## config.mk

```make
export PLATFORM = sky130hd
export DESIGN_NAME = oam_dma_controller
export DESIGN_NICKNAME = d
export VERILOG_FILES = /design/src/rtl/oam_dma_controller.sv
export SDC_FILE = /design/constraint.sdc
export NUM_CORES = 1
export LEC_CHECK = 0
export BUFFER_PORTS_ARGS = -buffer_cell sky130_fd_sc_hd__buf_2
export CAP_MARGIN = 10
export CORE_MARGIN = 5
export CORE_UTILIZATION = 49
export DETAILED_ROUTE_END_ITERATION = 8
export PLACE_DENSITY = 0.85
export SETUP_SLACK_MARGIN = 0.1
export SLEW_MARGIN = 20
export SYNTH_ARGS = -nofsm -noshare
export SYNTH_HDL_FRONTEND = slang
export SYNTH_SLANG_ARGS = --single-unit
```

## constraint.sdc

```tcl
create_clock -name CLK -period 3.5 [get_ports CLK]
set_input_delay 0.525 -clock CLK [delete_from_list [all_inputs] [get_ports CLK]]
set_output_delay 0.525 -clock CLK [all_outputs]
set_load 0.03 [all_outputs]
```

## src/rtl/oam_dma_controller.sv

```systemverilog
// OAM sprite DMA sequencer: a CPU write to the trigger address latches a source
// page, halts the CPU, aligns to an even cycle, then moves TRANSFER_LEN bytes
// from {page, index} into PPU OAM as alternating read/write cycles.
module oam_dma_controller #(
   parameter logic [15:0] TRIGGER_ADDR = 16'h4014,
   parameter int unsigned TRANSFER_LEN = 256
) (
   input  logic        CLK,
   input  logic        RESET,
   input  logic        ENABLE,
   input  logic [15:0] CPU_ADDR,
   input  logic [7:0]  CPU_DATA_OUT,
   input  logic        CPU_RW_n,
   input  logic [7:0]  BUS_DATA_IN,
   output logic        CPU_HALT,
   output logic        DMA_BUS_REQ,
   output logic [15:0] DMA_ADDR,
   output logic        DMA_rden,
   output logic        DMA_write,
   output logic [7:0]  DMA_address,
   output logic [7:0]  DMA_data,
   output logic        DMA_active,
   output logic        DMA_done
);

   typedef enum logic [2:0] {
      S_IDLE,
      S_HALT,
      S_ALIGN,
      S_READ,
      S_WRITE
   } state_t;

   localparam logic [7:0] LAST_INDEX = 8'(TRANSFER_LEN - 1);

   state_t     state_q;
   logic [7:0] page_q;
   logic [7:0] index_q;
   logic [7:0] index_d;
   logic [7:0] data_q;
   logic       parity_q;
   logic       trigger;
   logic       last_index;

   assign trigger    = (CPU_RW_n == 1'b0) && (CPU_ADDR == TRIGGER_ADDR);
   assign last_index = (index_q == LAST_INDEX);
   // Index wraps to 0 after the last byte; it is 8 bits so it never carries into the page.
   assign index_d    = last_index ? 8'd0 : index_q + 8'd1;

   // Transfer sequencer, cycle parity and captured read data; frozen while ENABLE is low.
   always_ff @(posedge CLK or posedge RESET) begin
      if (RESET) begin
         state_q  <= S_IDLE;
         page_q   <= 8'd0;
         index_q  <= 8'd0;
         data_q   <= 8'd0;
         parity_q <= 1'b0;
      end else if (ENABLE) begin
         // NOTE: non-blocking assignments so every flop samples pre-edge values regardless of statement order.
         parity_q <= ~parity_q;
         case (state_q)
            S_IDLE: begin
               if (trigger) begin
                  page_q  <= CPU_DATA_OUT;
                  state_q <= S_HALT;
               end
            end
            // Odd parity here means the next cycle is even, so the first read can start there.
            S_HALT:  state_q <= parity_q ? S_READ : S_ALIGN;
            S_ALIGN: state_q <= S_READ;
            S_READ: begin
               data_q  <= BUS_DATA_IN;
               state_q <= S_WRITE;
            end
            S_WRITE: begin
               index_q <= index_d;
               state_q <= last_index ? S_IDLE : S_READ;
            end
            default: state_q <= S_IDLE;
         endcase
      end
   end

   // Output decode from the registered state; strobes are suppressed while frozen.
   always_comb begin
      // NOTE: every output gets a default first so no path through the block infers a latch.
      CPU_HALT    = 1'b0;
      DMA_active  = 1'b0;
      DMA_BUS_REQ = 1'b0;
      DMA_ADDR    = 16'h0000;
      DMA_rden    = 1'b0;
      DMA_write   = 1'b0;
      DMA_address = 8'd0;
      DMA_data    = 8'd0;
      DMA_done    = 1'b0;
      if (state_q != S_IDLE) begin
         CPU_HALT   = 1'b1;
         DMA_active = 1'b1;
      end
      case (state_q)
         S_ALIGN: DMA_ADDR = {page_q, index_q};
         S_READ: begin
            DMA_BUS_REQ = 1'b1;
            DMA_ADDR    = {page_q, index_q};
            DMA_rden    = ENABLE;
         end
         S_WRITE: begin
            DMA_BUS_REQ = 1'b1;
            DMA_ADDR    = {page_q, index_q};
            DMA_write   = ENABLE;
            DMA_address = index_q;
            DMA_data    = data_q;
            DMA_done    = ENABLE && last_index;
         end
         default: ;
      endcase
   end

endmodule

```

==> summary.txt, run 1 <==
Post-Synth Adder-Cell Area -> 0.833%
Placed cell area -> 0.00189 mm2
Highest Signal Layer -> met4
DIE WIDTH -> 65.4 um
Crit. End Element -> output port
# rows -> 20
EDFF count, synth -> 0
Largest cells by area after synthesis -> dfrtp_1 (47%), mux2_2 (13%), and2_1 (7.5%)
Net Switching -> 0.474 mW
WP data arrival -> 2.17 ns
Register bit total from synthesis -> 28
DRT antenna net count -> 0
Post-Synth Simple-Gate Area -> 26.5%
Core area -> 0.00300 mm2
Post-CTS setup repair buffer count -> 0
Initial antenna violation count -> 0
Routed wl met3 -> 290 um
Resized Gates After CTS -> 0
Hold Violations, Final -> 0
Post-CTS Hold Buffers -> 0
Flop pwr share -> 40.2%
CP cell instances -> nor3b_2, buf_4, nor2_1, buf_4, nor2b_1, buf_2
Clock Sinks -> 28
CP Depth -> 6
Crit Path Category -> flip-flop to output port
Final Cell Area -> 0.00194 mm2
Post-synthesis xor/xnor area fraction -> 3.50%
Starting Density -> 50.0%
Slowest stage cell on the critical path -> dfrtp_1
Post-synthesis mux area share -> 13.4%
Largest family of logic cells by synthesized area -> simple AND/OR/NAND/NOR gates
Worst Path Required -> 2.97 ns
Vias per cell -> 5.13
Final setup vio count -> 0
Slew Limit Headroom -> 59.3%
Met2 wire length -> 1.61 mm
Clk pwr share -> 17.3%
Yosys top cell by area -> dfrtp_1
Status -> finished clean
Met1 WL -> 1.35 mm
Max IR drop VDD -> 398 uV
Total CTS buffers -> 3
Number of diodes -> 0
Worst Skew -> 0.00627 ns
Switching Fraction -> 39.7%
1st-pass router iterations -> 4
Critical Path Most Common Cell -> buf_4
GPL Wtd Cong -> 0.892
Crit path time final -> 2.69 ns
Syn Area/Cell -> 10.9 um2
RR Startpoint -> state_q[0]$_DFFE_PP0P_
Htree depth -> 1
Starting DRT DRC Count -> 58
Number of top-level pins -> 74
CTS Buffer Depth -> 2
Drc violations -> 0
Crit Path Max Fanout -> 19
Post-synth ARST share -> 100%
Die Area -> 0.00427 mm2
Hold Slack -> 0.236 ns
Internal reg-to-reg setup slack -> 1.75 ns
Via count -> 1252
CTS tree -> built
Fin util -> 64.7%
Max Clk Rate -> 0.372 GHz
Internal Power -> 0.719 mW
Syn_nets -> 175
Post-synth cell types -> 35
Fin Setup TNS -> 0 ns
Layout area overhead -> 29.4%
Top cell type's share of synthesized area -> 46.7%
P per Cell Area -> 614 mW/mm2
Sequential share of the synthesized area -> 46.7%
Cells after synthesis -> 138
Fin worst setup slack -> 0.810 ns
# port buffers -> 73
Crit path buf inv count -> 3
Final Max Tran Viols -> 0
Die Y -> 65.4 um
Setup crit start kind -> flip-flop
Top Family by Delay on Critical Path -> simple AND/OR/NAND/NOR gates
Worst setup path endpoint -> DMA_ADDR[14]
Final #Nets -> 249
Place WS -> 1.19 ns
Hold Crit Class -> input pin to asynchronous set/reset pin
Worst path max stage delay -> 0.48 ns
Worst r2r dst -> page_q[5]$_DFFE_PP0P_
Total wire length -> 3.26 mm
Synth warn -> 0
GRT Total Usage -> 16.5%
Cell area after synthesis -> 0.00150 mm2
Vias in the first global route -> 1265
Synth Area in Compound Gates -> 5.42%
Comb pwr share -> 42.5%
DR WL/cell -> 13.4 um
First-pass GRT wire length -> 5.58 mm
Largest net degree at the start of global routing -> 29
LEAKAGE -> 1.06 nW
Tightest Pin Transition -> 0.608 ns
Root buffer cell -> clkbuf_4
Most used DFF post-synth -> dfrtp_1
Max Cap Viol -> 0
Layout cell share with drive strength beyond 1 -> 47.9%
GR Overflow Total -> 0
Worst Reg-to-Reg Cells -> 4
CP startpoint -> state_q[2]$_DFFE_PP0P_
DP Wirelength -> 2.58 mm
RSZ-0062 raised after global routing -> false
Clk slew on worst S/H paths -> 0.15 ns
Worst skew pair latency -> 0.32 ns
Fin crit share -> 76.9%
## cell families (layout without fill, tap and decap cells)
| logic type | count (synthesis) | in the layout |
|---|---|---|
| simple gates | 61 | 61 |
| flops | 28 | 28 |
| mux | 18 | 18 |
| compound gates | 12 | 12 |
| buf+inv | 12 | 85 |
| xor+xnor | 6 | 6 |
| fa+ha+maj | 1 | 1 |
## routing by layer
metal,GRT usage (%),vias to the layer above
met2,28.2,45
met5,0,-
met4,3.89,0
li1,-,616
met3,5.30,2
met1,20.3,589
## state kept, by name, summed over array words and instances (netlist names)
register  flops
data_q        8
parity_q      1
index_q       8
state_q       3
page_q        8
## layout by cell type, fill, tap and decap left out, types with 3 or more instances in the layout
cell | synthesis | routed
buf_2 | 1 | 73
nand3_1 | 5 | 5
clkbuf_4 | 0 | 3
o21ai_0 | 3 | 3
nor2_1 | 6 | 6
nor2b_1 | 15 | 15
xor2_1 | 4 | 4
nand4_1 | 3 | 3
dfrtp_1 | 28 | 28
mux2_2 | 17 | 17
inv_1 | 6 | 5
and2_1 | 18 | 18
nand2_1 | 3 | 3
## cell type report
type / instances / area (um2)
clock buffer: 3 / 22.5
clock inverter: 1 / 30.0
fill: 254 / 1060
inverter: 6 / 22.5
multi-input combinational: 98 / 746
sequential: 28 / 701
tap: 33 / 41.3
timing repair buffer: 75 / 380
## per-stage QoR
stage          power [mW]  std cells
3_5_place_dp        0.995        240
2_1_floorplan       0.854        138
6_report             1.19        244
3_3_place_gp        0.984        240
5_1_grt              1.28        244
4_1_cts              1.21        244
## cells in the mapped netlist, types with 2 or more instances
| cell type | instances |
|---|---|
| nor2b_1 | 15 |
| xor2_1 | 4 |
| buf_4 | 2 |
| nor2_1 | 6 |
| clkbuf_1 | 2 |
| dfrtp_1 | 28 |
| a21oi_1 | 2 |
| mux2_2 | 17 |
| nand3_1 | 5 |
| nor3_1 | 2 |
| xnor2_1 | 2 |
| nand2_1 | 3 |
| inv_1 | 6 |
| nor4b_1 | 2 |
| o21ai_0 | 3 |
| and2_1 | 18 |
| nand4_1 | 3 |
## power groups by stage
| stage | sequential [mW] | combinational (mW) | clock, mW |
|---|---|---|---|
| floorplan | 0.460 | 0.394 | 0 |
| finish | 0.480 | 0.507 | 0.207 |
| CTS | 0.479 | 0.513 | 0.214 |
| global route | 0.493 | 0.556 | 0.230 |
| detailed placement | 0.484 | 0.511 | 0 |
| global placement | 0.482 | 0.502 | 0 |
## worst min path at each step
stage	start	end	slack (ns)	cells past startpoint
after floorplan	parity_q$_DFFE_PP0P_	parity_q$_DFFE_PP0P_	0.44	1
after global placement	parity_q$_DFFE_PP0P_	parity_q$_DFFE_PP0P_	0.46	1
after detailed placement	parity_q$_DFFE_PP0P_	parity_q$_DFFE_PP0P_	0.46	1
after CTS	CPU_DATA_OUT[1]	page_q[1]$_DFFE_PP0P_	0.41	2
after global routing	RESET	page_q[0]$_DFFE_PP0P_	0.27	2
final	RESET	page_q[7]$_DFFE_PP0P_	0.24	2
No activity file was read; power rests on OpenSTA's default activity.
==> run 2: changes to the inputs <==
--- a/config.mk
+++ b/config.mk
@@ -8,9 +8,9 @@
 export BUFFER_PORTS_ARGS = -buffer_cell sky130_fd_sc_hd__buf_2
 export CAP_MARGIN = 10
 export CORE_MARGIN = 5
-export CORE_UTILIZATION = 49
+export CORE_UTILIZATION = 45
 export DETAILED_ROUTE_END_ITERATION = 8
-export PLACE_DENSITY = 0.85
+export PLACE_DENSITY = 0.79
 export SETUP_SLACK_MARGIN = 0.1
 export SLEW_MARGIN = 20
 export SYNTH_ARGS = -nofsm -noshare
==> constraint.sdc (replaced) <==
create_clock -name CLK -period 2.7 [get_ports CLK]
set_input_delay 0.405 -clock CLK [delete_from_list [all_inputs] [get_ports CLK]]
set_output_delay 0.405 -clock CLK [all_outputs]
set_load 0.03 [all_outputs]
==> summary.txt, run 2 (synthesized netlist as in run 1, its figures left out) <==
Core area -> 0.00328 mm2 (+9.4%)
Max Clk Rate -> 0.430 GHz
Met3 Usage GRT -> 2.83% (-2.5 points)
# rows -> 21 (+5.0%)
Fillers -> 300 (+18%)
Non-Filler Instances -> 260 (+6.6%)
# port buffers -> 73 (unchanged)
Worst Path Required -> 2.30 ns (-0.67 ns)
Internal Power -> 0.952 mW (+32%)
DIE WIDTH -> 67.8 um (+3.7%)
Post-CTS setup repair buffer count -> 0 (unchanged)
Setup crit start kind -> flip-flop
Layout area overhead -> 32.0%
LEAKAGE -> 1.07 nW (+1.4%)
Internal reg-to-reg setup slack -> 0.96 ns (-0.79 ns)
CP cell instances -> and4bb_2, nand3_1, nor3_1, buf_2
Die Y -> 67.8 um (+3.7%)
Slew Limit Headroom -> 72.8% (+13 points)
Largest net degree at the start of global routing -> 29 (unchanged)
Drc violations -> 0 (unchanged)
Crit. End Element -> output port
Starting DRT DRC Count -> 75 (+29%)
Placed cell area -> 0.00193 mm2 (+2.1%)
GR Overflow Total -> 0 (unchanged)
Commonest cells after routing, fill and taps aside -> buf_2 (73), dfrtp_1 (28), and2_1 (18)
Die Area -> 0.00459 mm2 (+7.5%)
Status -> finished clean
Top flop regs -> data_q x8, index_q x8, page_q x8
DP Wirelength -> 2.57 mm (-0.12%)
CTS tree -> built
Htree depth -> 1 (unchanged)
Worst r2r dst -> page_q[1]$_DFFE_PP0P_
Clk slew on worst S/H paths -> 0.15 ns (about the same)
Worst Reg-to-Reg Cells -> 4 (unchanged)
Crit Path Category -> flip-flop to output port
DRT antenna net count -> 0 (unchanged)
DR WL/cell -> 12.7 um (-5.0%)
Most common cell after layout, fill and taps aside -> buf_2
Hold Violations, Final -> 0 (unchanged)
Flop pwr share -> 39.4% (-0.8 points)
Worst path max stage delay -> 0.46 ns (-0.02 ns)
P per Cell Area -> 790 mW/mm2 (+29%)
Gr busiest metal -> met2
Fin crit share -> 86.1%
Number of top-level pins -> 74 (unchanged)
Slowest stage cell on the critical path -> dfrtp_1
Post-CTS Hold Buffers -> 0 (unchanged)
Tightest Pin Transition -> 0.407 ns (-0.201 ns)
Vias per cell -> 4.82 (-6.2%)
Fin Setup TNS -> 0 ns (unchanged)
Max Cap Viol -> 0 (unchanged)
Max IR drop VDD -> 363 uV (-8.7%)
Hold Crit Class -> input pin to asynchronous set/reset pin
Vias in the first global route -> 1263 (-0.16%)
Clock Sinks -> 28 (unchanged)
Final Cell Area -> 0.00198 mm2 (+2.0%)
Switching Fraction -> 39.2% (-0.53 points)
CTS Buffer Depth -> 2 (unchanged)
Resized Gates After CTS -> 0 (unchanged)
Crit Path Max Fanout -> 9 (-10)
Comb pwr share -> 43.1% (+0.6 points)
Layout cell share with drive strength beyond 1 -> 48.1% (+0.26 points)
Fin util -> 60.3% (-4.4 points)
Final Power -> 1.57 mW (+31%)
Global Route met2 Usage -> 26.9% (-1.3 points)
GPL Wtd Cong -> 0.836 (-6.3%)
Crit path time final -> 2.33 ns
Total CTS buffers -> 3 (unchanged)
GR Util met1 -> 19.2% (-1.1 points)
Worst Skew -> 0.00373 ns (-0.00254 ns)
GRT Total Usage -> 15.7% (-0.85 points)
Number of diodes -> 0 (unchanged)
Final Max Tran Viols -> 0 (unchanged)
Worst skew pair latency -> 0.33 ns (about the same)
Via count -> 1252 (unchanged)
Net Switching -> 0.614 mW (+29%)
WP data arrival -> 1.92 ns (-0.25 ns)
Initial antenna violation count -> 0 (unchanged)
Final setup vio count -> 0 (unchanged)
1st-pass router iterations -> 4 (unchanged)
Starting Density -> 45.7% (-4.3 points)
Final #Nets -> 252 (+1.2%)
Root buffer cell -> clkbuf_4
DP Cell Count -> 256 (+6.7%)
Clk pwr share -> 17.6% (+0.3 points)
Total wire length -> 3.30 mm (+1.3%)
RR Startpoint -> state_q[0]$_DFFE_PP0P_
RSZ-0062 raised after global routing -> false
First-pass GRT wire length -> 5.49 mm (-1.6%)
[run 2: cell count changes in the layout (fill, tap and decap cells not counted)]
| cell | before | now |
|---|---|---|
| inv_1 | 5 | 6 |
| buf_4 | 2 | 5 |
| inv_2 | 1 | 0 |
[run 2: critical path: cells and delay by family, from the launching register on]
kind,cells,cell delay [ns]
DFF,1,0.46
and+or+nand+nor,3,0.87
buffers and inverters,1,0.27
[run 2: final cells by class]
cell class	count	area (um2)	area share [%]
timing repair buffer	78	403	20.3
multi-input combinational	98	746	37.6
sequential	28	701	35.4
clock inverter	1	30.0	1.52
tap	46	57.6	2.90
inverter	6	22.5	1.14
clock buffer	3	22.5	1.14
[run 2: power by group through the flow]
stage,sequential [mW],combinational (mW),clock (mW)
2_1_floorplan,0.597,0.511,0
3_3_place_gp,0.621,0.676,0
3_5_place_dp,0.626,0.682,0
4_1_cts,0.617,0.685,0.285
5_1_grt,0.638,0.740,0.304
6_report,0.616,0.675,0.275
[run 2: how the worst max path moves through the flow]
stage | endpoint | slack (ns) | startpoint
finish | DMA_done | 0.37 | state_q[0]$_DFFE_PP0P_
global route | DMA_done | 0.19 | state_q[0]$_DFFE_PP0P_
CTS | DMA_done | 0.38 | state_q[0]$_DFFE_PP0P_
detailed placement | DMA_done | 0.70 | ENABLE
global placement | DMA_done | 0.75 | ENABLE
floorplan | DMA_done | 0.40 | ENABLE
[run 2: metrics by stage]
stage | hold WS, ns | worst slack, ns
after floorplan | 0.442 | 0.403
after global placement | 0.460 | 0.746
after detailed placement | 0.459 | 0.703
after CTS | 0.0997 | 0.383
after global routing | 0.113 | 0.189
final | 0.0962 | 0.374
[run 2: per-layer routing]
layer  share of wire (%)  wire length (um)
met5                   0                 0
met1                  40              1320
met2                  51              1670
met4                 1.3                43
met3                 8.1               269
